===== src/rtl/cpu_run_ctrl.sv =====
// rtl/cpu_run_ctrl.sv - run/debug controller for the 16-bit single-cycle core
// Stretched core reset, run/step/resume gating, cycle count, halt on HALT/breakpoint/timeout.
module cpu_run_ctrl #(
  parameter int ADDR_W     = 16,
  parameter int NUM_BP     = 2,
  parameter int RST_CYCLES = 4,
  parameter int CYC_W      = 32,
  localparam int BP_IDX_W  = (NUM_BP > 1) ? $clog2(NUM_BP) : 1
) (
  input  logic                     CLK,
  input  logic                     RST,
  input  logic                     run_i,
  input  logic                     step_i,
  input  logic                     resume_i,
  input  logic [NUM_BP-1:0]        bp_en_i,
  input  logic [NUM_BP*ADDR_W-1:0] bp_addr_i,
  input  logic [CYC_W-1:0]         timeout_i,
  input  logic [ADDR_W-1:0]        pc_i,
  input  logic                     halt_instr_i,
  output logic                     core_rst_n_o,
  output logic                     core_en_o,
  output logic [2:0]               state_o,
  output logic [CYC_W-1:0]         cycles_o,
  output logic [2:0]               halt_cause_o,
  output logic [BP_IDX_W-1:0]      bp_idx_o,
  output logic                     done_o
);

  localparam int RC_W = (RST_CYCLES > 1) ? $clog2(RST_CYCLES) : 1;

  localparam logic [2:0] C_NONE = 3'd0;
  localparam logic [2:0] C_HALT = 3'd1;
  localparam logic [2:0] C_BP   = 3'd2;
  localparam logic [2:0] C_TMO  = 3'd3;
  localparam logic [2:0] C_STEP = 3'd4;

  typedef enum logic [2:0] {
    S_RESET = 3'd0,
    S_IDLE  = 3'd1,
    S_RUN   = 3'd2,
    S_STEP  = 3'd3,
    S_HALT  = 3'd4
  } state_t;

  state_t              state;
  logic [1:0]          sync;
  logic [RC_W-1:0]     rst_cnt;
  logic                core_rst_n;
  logic [CYC_W-1:0]    cycles;
  logic [2:0]          cause;
  logic [BP_IDX_W-1:0] bp_idx;
  logic                suppress;

  logic                bp_any;
  logic [BP_IDX_W-1:0] hit_idx;
  logic                bp_hit;
  logic [CYC_W-1:0]    cyc_inc;
  logic [CYC_W:0]      cyc_next_wide;
  logic                timeout_hit;

  // Scan downwards so the lowest matching comparator index is the one kept.
  always_comb begin
    bp_any  = 1'b0;
    hit_idx = '0;
    for (int k = NUM_BP - 1; k >= 0; k--) begin
      if (bp_en_i[k] && (pc_i == bp_addr_i[k*ADDR_W +: ADDR_W])) begin
        bp_any  = 1'b1;
        hit_idx = BP_IDX_W'(k);
      end
    end
  end

  assign bp_hit        = (state == S_RUN) && bp_any && !suppress;
  assign core_en_o     = (state == S_STEP) || ((state == S_RUN) && !bp_hit);
  assign cyc_inc       = (&cycles) ? cycles : cycles + 1'b1;
  assign cyc_next_wide = {1'b0, cycles} + 1'b1;
  assign timeout_hit   = (timeout_i != '0) && (cyc_next_wide >= {1'b0, timeout_i});

  always_ff @(posedge CLK or negedge RST) begin
    if (!RST) begin
      sync       <= 2'b00;
      state      <= S_RESET;
      rst_cnt    <= '0;
      core_rst_n <= 1'b0;
      cycles     <= '0;
      cause      <= C_NONE;
      bp_idx     <= '0;
      suppress   <= 1'b0;
    end else begin
      sync <= {sync[0], 1'b1};
      case (state)
        S_RESET: begin
          // Hold off counting until the released reset has crossed the synchroniser.
          if (sync[1]) begin
            if (rst_cnt == RC_W'(RST_CYCLES - 1)) begin
              state      <= S_IDLE;
              core_rst_n <= 1'b1;
            end else begin
              rst_cnt <= rst_cnt + 1'b1;
            end
          end
        end
        S_IDLE: begin
          if (step_i)     state <= S_STEP;
          else if (run_i) state <= S_RUN;
        end
        S_RUN: begin
          suppress <= 1'b0;
          if (core_en_o) cycles <= cyc_inc;
          if (halt_instr_i && core_en_o) begin
            state <= S_HALT;
            cause <= C_HALT;
          end else if (bp_hit) begin
            state  <= S_HALT;
            cause  <= C_BP;
            bp_idx <= hit_idx;
          end else if (core_en_o && timeout_hit) begin
            state <= S_HALT;
            cause <= C_TMO;
          end
        end
        S_STEP: begin
          cycles <= cyc_inc;
          state  <= S_HALT;
          cause  <= halt_instr_i ? C_HALT : C_STEP;
        end
        S_HALT: begin
          if (run_i) begin
            state      <= S_RESET;
            rst_cnt    <= '0;
            core_rst_n <= 1'b0;
            cycles     <= '0;
            cause      <= C_NONE;
          end else if (step_i) begin
            state <= S_STEP;
            cause <= C_NONE;
          end else if (resume_i) begin
            state    <= S_RUN;
            cause    <= C_NONE;
            suppress <= 1'b1;
          end
        end
        default: state <= S_RESET;
      endcase
    end
  end

  assign core_rst_n_o = core_rst_n;
  assign state_o      = state;
  assign cycles_o     = cycles;
  assign halt_cause_o = cause;
  assign bp_idx_o     = bp_idx;
  assign done_o       = (state == S_HALT);

endmodule


===== config.mk =====
export PLATFORM = sky130hd
export DESIGN_NAME = cpu_run_ctrl
export DESIGN_NICKNAME = d
export VERILOG_FILES = /design/src/rtl/cpu_run_ctrl.sv
export SDC_FILE = /design/constraint.sdc
export NUM_CORES = 1
export LEC_CHECK = 0
export CAP_MARGIN = 25
export CORE_ASPECT_RATIO = 2
export CORE_MARGIN = 2
export CORE_UTILIZATION = 48
export CTS_BUF_LIST = sky130_fd_sc_hd__clkbuf_8
export CTS_CLUSTER_SIZE = 20
export DETAILED_ROUTE_END_ITERATION = 6
export PLACE_DENSITY_LB_ADDON = 0.3
export SLEW_MARGIN = 20
export SYNTH_ARGS = -nofsm -noshare
export SYNTH_HDL_FRONTEND = slang
export SYNTH_SLANG_ARGS = --single-unit

===== constraint.sdc =====
create_clock -name CLK -period 3.9 [get_ports CLK]
set_input_delay 0.585 -clock CLK [delete_from_list [all_inputs] [get_ports CLK]]
set_output_delay 0.585 -clock CLK [all_outputs]
set_load 0.01 [all_outputs]

==> results.cfg <==
[run_status]
outcome = complete, no violations

[final_layout]
final_nets = 726
diodes = 0
drive_above_1_share_pct = 5.45
fin_area_um2 = 5330
fill_cells = 614
areaGrowthSynthToFinish_pct = 40.9

[route]
drcViolationCount = 0
drt_iter0_markers = 143
avgRoutedWirePerCell_um = 17.4
first_pass_iters = 5
vias = 4057
drt-total-wl_mm = 12.2
avgViaCountPerCell = 5.80
antenna_left = 0

[sta]
finalCriticalPeriod_ns = 3.65
relSlewSlack_pct = 60.6
whs_ns = 0.259
finalSetupViolations = 0
hold_violations = 0
drv_slew = 0
skew_ns = 0.00706
clock.fmax_mhz = 274
fin_crit_sh_pct = 93.6
max_slew.worst_pin.slew_ns = 0.590

[synth]
seq_area_frac_synth_pct = 29.7
synthAdderAreaFrac_pct = 11.2
synth_xor_xnor_area_share_pct = 14.1
synth_largest_area_cell = dfrtp_1
synth.area.top_cells = dfrtp_1 (30%), ha_1 (11%), xor2_1 (7.6%)
synthFlopType = dfrtp_1
synthesis.nets = 592
synth_top_family_by_area = simple AND/OR/NAND/NOR gates
yosysUniqueCellTypes = 48
synth_seq_cells = 45
netlist_instances = 470
synthMuxAreaShare_pct = 0.297
synth_compound_area_share_pct = 14.9
synth_common_cells = nand2_1 (60), dfrtp_1 (45), o21ai_0 (41)
synth_edf_count = 0
async_reset_ff_share_pct = 100
ys_warn_count = 0
avgSynthCellArea_um2 = 8.06
netlist.area_leader.share_pct = 29.7
synth.most_common_cell = nand2_1
synthSimpleGateAreaFrac_pct = 23.8
syn-cell-area_um2 = 3790

[power_and_ir_drop]
power_mw = 2.03
vdd_drop_max_mv = 0.263
p_leak_nw = 2.37
p_per_area_nw_per_um2 = 381

[worst_setup_path]
ff2ff_path_depth = 14
cp_slowest_cell = or4_1
timing.reg2reg.setup_slack_ns = 0.25
end_kind = flip-flop
crit_buf_inv = 1
crit_required_ns = 4.13
crit_arrival_ns = 3.88
cp.depth = 14
start_kind = flip-flop
slowest_delay_ns = 0.58
path_cells = ha_2, nand3_2, nor4_2, buf_4, nand3_1, nor2_1, xor2_1, ha_1, nand3_1, or4_1, nor4_2, o41ai_2, nand4b_1, a21boi_1
critPathTopFamily = simple AND/OR/NAND/NOR gates
critical_path_class = reg2reg
path_max_fanout = 7

[grt]
grt_overflow = 0
grt_usage_pct = 28.3
grt_pass1_wl_mm = 18.7
antenna_found_initial = 0
grt_max_degree = 46
grt_pass1_vias = 4099

[floorplanning]
fp.dieH_um = 130
core-area_um2 = 7600
row_count = 45
start_util_pct = 49.8
dieArea_um2 = 8660
pin_count = 130
dieWidth_um = 66.8

[clock_network]
root_buffer = clkbuf_8
cts_tree = built
htreeDepth = 2
clockBufferDepth = 2
cts.reportedPaths.clkPinSlew_ns = 0.09
clock-sinks = 45
cts_hold_buf = 0
clk_latency_ns = 0.31
numCtsBuffers = 5

[job]
cap_violations = 0

[place]
dpl.hpwl_mm = 9.76
place_area_um2 = 5200
gp_congestion = 0.923
portBuffers = 129

[hold_path]
hp-class = in2async
## cells by family after synthesis
| group | count (synthesis) |
|---|---|
| buffers and inverters | 53 |
| xor gates and xnor gates | 61 |
| adders and majority gates | 34 |
| other | 1 |
| muxes | 1 |
| DFF | 45 |
| AOI/OAI and AO/OA | 95 |
| and+or+nand+nor | 180 |
## path summary, 6_finish.rpt
kind | from | end
max in group asynchronous | RST | cycles_o[2]
worst min register to register | sync[0] | sync[1]
worst max register to register | cycles_o[0] | state_o[2]
min in group CLK | sync[0] | sync[1]
worst min-delay path | RST | cycles_o[6]
worst max-delay path | cycles_o[0] | state_o[2]
## layout make-up
| type | count | area (um^2) | area share, % |
|---|---|---|---|
| multi-input combinational | 372 | 2480 | 46.4 |
| timing repair buffer | 142 | 1390 | 26.0 |
| sequential | 45 | 1130 | 21.2 |
| inverter | 38 | 143 | 2.67 |
| tap | 94 | 118 | 2.21 |
| clock buffer | 5 | 68.8 | 1.29 |
| clock inverter | 3 | 11.3 | 0.211 |
## through the flow
stage,cells,setup slack (ns),setup TNS [ns],utilization (%)
after floorplan,470,0.356,0,-
after global placement,690,0.367,0,68.5
after detailed placement,690,0.132,0,68.5
after CTS,698,0.0584,0,69.5
after global routing,699,-0.00606,-0.00606,70.2
final,699,0.248,0,70.2
## report_power, final
group / total [mW] / switching, mW / internal (mW)
sequential: 0.711 / 0.144 / 0.567
clock: 0.286 / 0.166 / 0.120
combinational: 1.03 / 0.547 / 0.485
## per-layer routing
layer,routed length [um],track usage [%],vias to the layer above
li1,-,-,1920
met1,4140,27.7,1890
met2,6450,52.2,207
met3,1030,6.08,40
met4,557,16.9,0
met5,0,0,-
## flip-flops by register name, indices dropped and copies added, names as in the netlist
signal	count
cycles_o	32
halt_cause_o	3
state_o	3
rst_cnt	2
sync	2
bp_idx_o	1
core_rst_n_o	1
suppress	1
## cells in the final DEF (no fill, tap or decap), drive strengths merged, types with 5 or more instances in the layout
| cell | n |
|---|---|
| nor2b | 5 |
| ha | 34 |
| a21oi | 17 |
| buf | 14 |
| o31ai | 7 |
| clkdlybuf4s50 | 128 |
| nor3 | 8 |
| xnor2 | 28 |
| a31oi | 6 |
| nor4 | 17 |
| inv | 41 |
| a21o | 6 |
| nand2 | 60 |
| nand3 | 21 |
| dfrtp | 45 |
| clkbuf | 5 |
| nand4 | 16 |
| xor2 | 33 |
| nor2 | 28 |
| o21ai | 44 |
| and3 | 7 |
## what timing repair did
item | in CTS | in global routing
setup buffers | 0 | 1
resized for setup | 0 | 10
endpoints found under the setup margin | 0 | 5
(Power assumes the default switching activity.)
